File: config.mk
export PLATFORM = sky130hd
export DESIGN_NAME = m_flat_top
export DESIGN_NICKNAME = d
export VERILOG_FILES = /design/src/rtl/m_flat_pkg.sv /design/src/rtl/m_flat_lift.sv /design/src/rtl/m_flat_top.sv
export SDC_FILE = /design/constraint.sdc
export NUM_CORES = 1
export LEC_CHECK = 0
export ABC_AREA = 1
export CORE_ASPECT_RATIO = 1.2
export CORE_UTILIZATION = 30
export DETAILED_ROUTE_END_ITERATION = 10
export DONT_BUFFER_PORTS = 1
export GPL_TIMING_DRIVEN = 1
export PLACE_DENSITY = 0.41
export SYNTH_ARGS = -nofsm -noshare
export SYNTH_HDL_FRONTEND = slang
export SYNTH_SLANG_ARGS = --single-unit
File: constraint.sdc
create_clock -name clock -period 3.5 [get_ports clock]
set_input_delay 0 -clock clock [delete_from_list [all_inputs] [get_ports clock]]
set_output_delay 0 -clock clock [all_outputs]
set_load 0.1 [all_outputs]
File: src/rtl/m_flat_pkg.sv
// +------------------------------------------------------------------+
// | m_flat_pkg : shared types and constants for the 5/3 flat datapath|
// | Rev 1.0                                                          |
// +------------------------------------------------------------------+
`default_nettype none

package m_flat_pkg;

    localparam int W  = 9;
    localparam int N  = 16;
    localparam int FW = W * N;

    localparam logic [FW-1:0] INIT = 144'h001c0000000000000001c000000000000000;

    typedef enum logic [2:0] {
        LOAD    = 3'd0,
        PREDICT = 3'd1,
        UPDATE  = 3'd2,
        SHIFT   = 3'd3,
        DONE    = 3'd4
    } state_t;

    // Lane k lives at bits [W*k +: W]; lane 0 sits at the LSB.
    function automatic logic signed [W-1:0] lane_get(input logic [FW-1:0] v, input int k);
        return v[W*k +: W];
    endfunction

endpackage

`default_nettype wire

File: src/rtl/m_flat_lift.sv
// +------------------------------------------------------------------+
// | m_flat_lift : one combinational 5/3 lifting step (predict/update)|
// | Rev 1.0                                                          |
// +------------------------------------------------------------------+
`default_nettype none

module m_flat_lift
    import m_flat_pkg::*;
(
    input  logic          i_mode,   // 0 = predict odd lanes, 1 = update even lanes
    input  logic [FW-1:0] i_vec,
    output logic [FW-1:0] o_vec
);

    genvar k;
    generate
        for (k = 0; k < N; k++) begin : g_lane
            // Symmetric mirror at both ends: lane -1 -> lane 1, lane N -> lane N-2.
            localparam int LEFT  = (k == 0)     ? 1     : k - 1;
            localparam int RIGHT = (k == N - 1) ? N - 2 : k + 1;

            logic signed [W-1:0] w_cur, w_left, w_right, w_res;
            logic signed [W+1:0] w_cur_x, w_nsum;

            assign w_cur   = lane_get(i_vec, k);
            assign w_left  = lane_get(i_vec, LEFT);
            assign w_right = lane_get(i_vec, RIGHT);
            assign w_cur_x = {{2{w_cur[W-1]}}, w_cur};

            if (k % 2 == 1) begin : g_odd
                assign w_nsum = {{2{w_left[W-1]}}, w_left} + {{2{w_right[W-1]}}, w_right};
                assign w_res  = W'(w_cur_x - (w_nsum >>> 1));
                assign o_vec[W*k +: W] = i_mode ? w_cur : w_res;
            end else begin : g_even
                assign w_nsum = {{2{w_left[W-1]}}, w_left} + {{2{w_right[W-1]}}, w_right} + 11'sd2;
                assign w_res  = W'(w_cur_x + (w_nsum >>> 2));
                assign o_vec[W*k +: W] = i_mode ? w_res : w_cur;
            end
        end
    endgenerate

endmodule

`default_nettype wire

File: src/rtl/m_flat_top.sv
// +------------------------------------------------------------------+
// | m_flat_top : 5/3 lifting demonstrator, serial MSB-first result   |
// | Option FLAT_MULTILEVEL_EN: repeat passes on the previous result. |
// | Rev 1.0                                                          |
// +------------------------------------------------------------------+
`default_nettype none

module m_flat_top
    import m_flat_pkg::*;
(
    input  logic clock,
    input  logic reset,
    output logic sdo
);

`ifdef FLAT_MULTILEVEL_EN
    // One trailing zero-fill edge keeps the frame period at 147 cycles.
    localparam logic [7:0] C_LAST_CNT    = 8'd144;
    localparam state_t     C_AFTER_SHIFT = PREDICT;
`else
    localparam logic [7:0] C_LAST_CNT    = 8'd143;
    localparam state_t     C_AFTER_SHIFT = DONE;
`endif

    state_t        r_state;
    logic [FW-1:0] r_flat;
    logic [FW-1:0] r_sreg;
    logic [7:0]    r_cnt;
    logic          r_sdo;
    logic [FW-1:0] w_lift;
    logic          w_mode;

    assign w_mode = (r_state == UPDATE);

    m_flat_lift u_lift (
        .i_mode (w_mode),
        .i_vec  (r_flat),
        .o_vec  (w_lift)
    );

    always_ff @(posedge clock) begin
        if (reset) begin
            r_state <= LOAD;
            r_flat  <= '0;
            r_sreg  <= '0;
            r_cnt   <= '0;
            r_sdo   <= 1'b0;
        end else begin
            case (r_state)
                LOAD: begin
                    r_flat  <= INIT;
                    r_sdo   <= 1'b0;
                    r_state <= PREDICT;
                end
                PREDICT: begin
                    r_flat  <= w_lift;
                    r_sdo   <= 1'b0;
                    r_state <= UPDATE;
                end
                UPDATE: begin
                    r_flat  <= w_lift;
                    r_sreg  <= w_lift;
                    r_cnt   <= '0;
                    r_sdo   <= 1'b0;
                    r_state <= SHIFT;
                end
                SHIFT: begin
                    r_sdo  <= r_sreg[FW-1];
                    r_sreg <= {r_sreg[FW-2:0], 1'b0};
                    r_cnt  <= r_cnt + 8'd1;
                    if (r_cnt == C_LAST_CNT) begin
                        r_state <= C_AFTER_SHIFT;
                    end
                end
                DONE: begin
                    r_sdo <= 1'b0;
                end
                default: begin
                    r_sdo   <= 1'b0;
                    r_state <= LOAD;
                end
            endcase
        end
    end

    assign sdo = r_sdo;

endmodule

`default_nettype wire

==> flow_metrics.tcl, run 1 <==
set metrics [dict create \
    drive_above_1_share_pct 12.88 \
    path_max_fanout 4 \
    wl_um 77130 \
    finClkSkew_ps 12.82 \
    critPathMaxStageDelay_ps 410 \
    ys_seq_elements 300 \
    row_count 112 \
    rsz0062_at_grt "true" \
    cts_sinks 300 \
    period_needed_ps 3345 \
    postSynthNetCount 3861 \
    vias_per_cell 4.790 \
    slew_headroom_pct 35.55 \
    dieArea_um2 80050 \
    violations "hold timing" \
    ant_nets 0 \
    cp_slowest_cell "or3_4" \
    fp.coreArea_um2 77910 \
    crit_top_cell "nand2_1" \
    yosysWarnings 0 \
    drt-initial-drc-count 987 \
    synth.distinct_cells 46 \
    cts.path.max_buffers 3 \
    irDropWorstVdd_uv 347.1 \
    syn_area_um2 23680 \
    gp_congestion 0.7946 \
    drc 0 \
    antenna_cells 0 \
    worst_skew_pair.late_latency_ps 580 \
    clk_pin_slew_ps 60 \
    worstSetupEndpointType "flip-flop" \
    grt_pass1_vias 22970 \
    layout_commonest_cell "nand2_1" \
    initial_core_util_pct 30.39 \
    dp_hpwl_um 52300 \
    die-height_um 309.7 \
    final_cell_mix "1153 x nand2_1, 416 x inv_1, 285 x a21oi_1" \
    hold_ws_ps -489.6 \
    critPathArrivalTime_ps 3850 \
    hold_viol 88 \
    dp_slack_ps -24.02 \
    yosysSeqAreaShare_pct 25.37 \
    drv_slew 0 \
    multi_input_area_um2 16570 \
    setup_ws_ps 154.7 \
    power_density_nw_per_um2 603.6 \
    worst_ep_required_time_ps 4010 \
    leakage_uw 0.01379 \
    syn_inst 3573 \
    max_freq_mhz 298.9 \
    fin_crit_sh_pct 95.58 \
    worst-slew-pin-transition_ps 965.5 \
    syn_area_per_cell_um2 6.626 \
    fill_cells 8476 \
    total_power_uw 18410 \
    drt-pass1-iter-count 5 \
    wire_per_inst_um 15.64 \
    syn2layout_area_growth_pct 28.84 \
    post-route-util_pct 39.15 \
    vias 23620 \
    cts_root_buf "clkbuf_16" \
    pin_count 3 \
    setup_viol 0 \
    final_nets 4166 \
    maxCapViolCount 0 \
    htreeDepth 2 \
    overflow 0 \
    cts_tree "done" \
    antenna_found_initial 0 \
    grt_max_degree 289 \
    status "complete, but fails checks" \
    worstHoldPathType "input pin to flip-flop" \
    grt_pass1_wl_um 123200 \
    die_w_um 258.4 \
    worst-r2r-setup-slack_ps 150 \
    worstSetupPathType "flip-flop to flip-flop" \
    critPathLaunchType "flip-flop" \
    numCtsBuffers 40 \
    io_buffers 0 \
    cp_cell_sequence "nand2_4, fa_2, xnor2_2, ha_1, nand2_1, or3_4, nor3_4, xnor2_1, inv_1, ha_4, a21oi_2, o21ai_1, a31o_2, inv_2, nand2_2, nand3_2, nand2_1, nand2_1, nand2_1, a21oi_2" \
    grt_use_total_pct 19.28 \
    ff_latch_area_um2 6086 \
]
==> area by class of cell <==
class,count,area share [%]
clock buffer,50,3.671
clock inverter,20,0.9516
inverter,432,5.365
multi-input combinational,2721,54.33
sequential,300,19.95
tap,1026,4.209
timing repair buffer,383,11.52
==> power breakdown <==
part | leakage, uW | switching, uW | internal (uW)
clock network | 0.000691 | 1780 | 2780
logic | 0.0106 | 5380 | 4070
registers | 0.00245 | 567 | 3840
total | 0.0138 | 7730 | 10700
==> Yosys cell counts (all sizes together) <==
cell type  instances  share of area, %
nand2           1176                19
inv              432               6.8
a21oi            318               6.8
dfxtp            300                25
ha               256                14
o21ai            166               3.5
nor2             160               2.6
nand3            140               3.0
a31oi            136               3.6
clkbuf           106               1.7
xor2              76               2.8
xnor2             75               2.8
nand4             48               1.3
fa                30               2.5
nor3              25              0.63
nand3b            16              0.51
or2               15              0.40
buf               14              0.27
o31ai             13              0.41
o211ai            11              0.35
a21o              10              0.32
and2               7              0.18
a41o               6              0.25
a31o               5              0.18
nor4               5              0.13
xnor3              5              0.48
a221oi             4              0.15
nor3b              4              0.19
a211oi             3             0.095
o21bai             3             0.095
or3                3              0.14
a22o               2             0.074
a22oi              1             0.032
o21a               1             0.032
o41ai              1             0.037
==> per-stage QoR <==
| stage | instance area, um2 | cells | setup TNS [ps] |
|---|---|---|---|
| final | 30500 | 4932 | 0 |
| after global placement | 25890 | 4643 | -2.161 |
| after global routing | 30500 | 4932 | -724.0 |
| after detailed placement | 25890 | 4643 | -63.57 |
| after CTS | 29320 | 4911 | 0 |
| after floorplan | 23680 | 3573 | 0 |
==> worst paths after layout <==
kind,startpoint,endpoint,cells past startpoint
min,reset,r_sreg[115],1
max,r_flat[81],r_flat[80],20
max reg2reg,r_flat[81],r_flat[80],20
min reg2reg,r_sreg[143],sdo,2
==> sequential cells by signal, summed over array words and instances, names as in the netlist <==
name and count:
r_state 3, r_cnt 8, r_flat 144, sdo 1
r_sreg 144
==> worst max-delay path: cells and delay by family, from the launching register on <==
kind / cells / cell delay, ps
adder cells (fa/ha/maj): 3 / 850
AO/OA/AOI/OAI: 4 / 580
XOR/XNOR: 2 / 320
AND/OR/NAND/NOR: 9 / 1000
flip-flops: 1 / 380
buffers and inverters: 2 / 150
==> repair_timing <==
item | CTS | global route
setup endpoints to repair | 10 | 81
hold endpoints to repair | 287 | 89
gates resized for setup | 8 | 269
pin swaps | 2 | 54
hold buffers | 198 | 1
setup buffers | 0 | 20
==> kinds of logic after synthesis <==
kind of cell | synth area share (%)
AO/OA/AOI/OAI | 15.93
adder cells (fa/ha/maj) | 16.07
flip-flops | 25.37
AND/OR/NAND/NOR | 27.74
buffers and inverters | 8.799
XOR/XNOR | 6.093
==> layer usage <==
metal	vias up	wire length, um	GRT usage, %
li1	12380	-	-
met1	10950	36080	24.16
met2	211	37320	34.57
met3	86	1991	2.255
met4	0	1736	5.243
met5	-	0	0
Note: power is estimated with default switching activity, not from simulation.
==> run 2, diff against run 1 <==
--- a/config.mk
+++ b/config.mk
@@ -5,7 +5,6 @@
 export SDC_FILE = /design/constraint.sdc
 export NUM_CORES = 1
 export LEC_CHECK = 0
-export ABC_AREA = 1
 export CORE_ASPECT_RATIO = 1.2
 export CORE_UTILIZATION = 30
 export DETAILED_ROUTE_END_ITERATION = 10
==> constraint.sdc (replaced) <==
create_clock -name clock -period 3 [get_ports clock]
set_input_delay 0 -clock clock [delete_from_list [all_inputs] [get_ports clock]]
set_output_delay 0 -clock clock [all_outputs]
set_load 0.1 [all_outputs]
==> run 2 against run 1 <==
Net effect:
- the run ends with hold timing, setup timing left
- critical endpoint is now r_sreg[98]
- largest cell class unchanged
- first-iteration DRC count fell by 7.5%
- die area fell by 3.4%
- final area rose by 14%
- sequential power rose by 4%
- core utilization rose by 7.0 points
- clock skew fell by 1.7 ps
- worst setup slack got worse by 1000 ps
==> flow_metrics.tcl, run 2 <==
set metrics [dict create \
    ys_seq_elements 300 \
    wire_per_inst_um 18.02 \
    drt-initial-drc-count 913 \
    rsz0062_at_grt "true" \
    setup_viol 68 \
    finClkSkew_ps 11.16 \
    initial_core_util_pct 30.37 \
    final_cell_mix "608 x buf_4, 250 x dfxtp_1, 231 x nand2_1" \
    leakage_uw 0.01513 \
    synth_area_leaders "dfxtp_1 26%, ha_1 14%, xnor2_1 5.5%, a21oi_1 5.4%, nand2_1 4.3%" \
    die_w_um 254.0 \
    synth.distinct_cells 78 \
    worst_skew_pair.late_latency_ps 570 \
    cp_slowest_cell "mux4_2" \
    grt_pass1_vias 23330 \
    slew_headroom_pct 31.47 \
    yosysMostFrequentCell "dfxtp_1" \
    dp_hpwl_um 57470 \
    vias_per_cell 5.020 \
    critPathArrivalTime_ps 4340 \
    cts.path.max_buffers 3 \
    drive_above_1_share_pct 35.58 \
    critPathMaxStageDelay_ps 500 \
    critPathLaunchType "flip-flop" \
    yosysWarnings 0 \
    grt_max_degree 303 \
    irDropWorstVdd_uv 416.0 \
    hold_buffers 143 \
    gp_congestion 0.8079 \
    fp.coreArea_um2 75280 \
    wl_um 82460 \
    synth_commonest_cells "300 x dfxtp_1, 260 x nand2_1, 256 x ha_1" \
    yosysSeqAreaShare_pct 26.26 \
    drt-pass1-iter-count 5 \
    post-route-util_pct 46.16 \
    grt_pass1_wl_um 127700 \
    ant_nets 0 \
    crit_top_cell "nor2_2" \
    hold_ws_ps -468.8 \
    numCtsBuffers 40 \
    worstSetupEndpointType "flip-flop" \
    dieArea_um2 77340 \
    cts_sinks 300 \
    overflow 0 \
    max_freq_mhz 259.6 \
    postSynthNetCount 3114 \
    status "complete, but fails checks" \
    violations "hold timing, setup timing" \
    synth_area_leader_cell "dfxtp_1" \
    antenna_found_initial 1 \
    reg_top3 "r_flat x144, r_sreg x144, r_cnt x8" \
    syn_inst 2826 \
    maxCapViolCount 0 \
    yosysTopAreaCellShare_pct 26.26 \
    die-height_um 304.4 \
    grt_use_total_pct 21.02 \
    worst_ep_required_time_ps 3490 \
    cts_tree "done" \
    drv_slew 0 \
    pin_count 3 \
    clk_pin_slew_ps 60 \
    cts_root_buf "clkbuf_16" \
    antenna_cells 0 \
    row_count 110 \
    htreeDepth 2 \
    path_max_fanout 4 \
    power_density_nw_per_um2 497.9 \
    synth-edff-count 0 \
    worst-slew-pin-transition_ps 1027 \
    worstSetupPathType "flip-flop to flip-flop" \
    drc 0 \
    final_nets 3827 \
    period_needed_ps 3853 \
    syn_area_um2 22870 \
    syn2layout_area_growth_pct 51.98 \
    setup_ws_ps -852.7 \
    ys.flop_type "dfxtp_1" \
    async_reset_ff_share_pct 0 \
    crit_family "simple AND/OR/NAND/NOR gates" \
    hold_viol 132 \
    fin_crit_sh_pct 128.4 \
    worstHoldPathType "input pin to flip-flop" \
    crit_buf_inv 0 \
    io_buffers 0 \
    syn_area_per_cell_um2 8.092 \
    cp_cell_sequence "ha_4, nor2b_4, or4b_4, mux4_2, nor2_4, nand3_2, nor2_1, nand2_1, xnor2_1, ha_2, nor2_2, nor2_2, o41ai_4, nand2b_4, o311a_1, a2111o_1, o211ai_1" \
    finalSetupTns_ps -19730 \
    layout_commonest_cell "buf_4" \
    vias 22980 \
]
run 2: repair_timing:
item,CTS,global route
endpoints found under the setup margin,97,118
endpoints found under the hold margin,293,148
gates resized for setup,323,300
cloned,0,0
pin swaps,247,265
setup buffers,74,44
run 2: routing by layer:
layer  global-route usage [%]  share of wire [%]  vias to the layer above
met5                        0                  0                        -
met4                    7.075                3.0                        0
met3                    2.335                2.5                      114
met2                    37.93                 51                      256
met1                    25.52                 43                    11020
li1                         -                  -                    11580
run 2: cell type report:
| type | instances | area [um2] |
|---|---|---|
| Inverter | 174 | 700.7 |
| Tap cell | 1008 | 1261 |
| Fill cell | 7286 | 40530 |
| Multi-Input combinational cell | 2219 | 18680 |
| Sequential cell | 300 | 6136 |
| Clock buffer | 64 | 1174 |
| Clock inverter | 8 | 122.6 |
| Timing Repair Buffer | 804 | 6679 |
run 2: logic make-up (layout without fill, tap and decap cells):
kind of cell,count (synthesis),in the layout,synth area share [%]
and+or+nand+nor,861,861,18.25
DFF,300,300,26.26
AOI/OAI and AO/OA,777,777,21.81
adders and majority gates,286,286,16.63
buffers and inverters,307,1050,5.039
muxes,95,95,4.284
xor gates and xnor gates,200,200,7.720
run 2: final timing paths:
path              startpoint           to  slack (ps)  depth (start not counted)
setup / recovery  r_flat[83]   r_sreg[98]        -850                         17
hold / removal         reset  r_flat[102]        -470                          1
setup reg to reg  r_flat[83]   r_sreg[98]        -850                         17
hold reg to reg   r_sreg[55]   r_sreg[55]         450                          2
run 2: through the flow:
step / area [um2] / setup WS (ps) / instances / power [uW] / hold slack [ps]
after floorplan: 23230 / -703.3 / 2826 / 8459 / 283.6
after global placement: 28360 / -832.8 / 4269 / 10920 / 103.6
after detailed placement: 28360 / -852.7 / 4269 / 11030 / 108.1
after CTS: 33060 / -819.7 / 4554 / 16860 / -514.7
after global routing: 34750 / -1007 / 4577 / 18370 / -491.9
final: 34750 / -852.7 / 4577 / 17300 / -468.8
run 2: power breakdown:
group | total (uW) | switching, uW | internal (uW)
Clock | 4890 | 1950 | 2930
Combinational | 7810 | 3790 | 4020
Sequential | 4600 | 322 | 4280
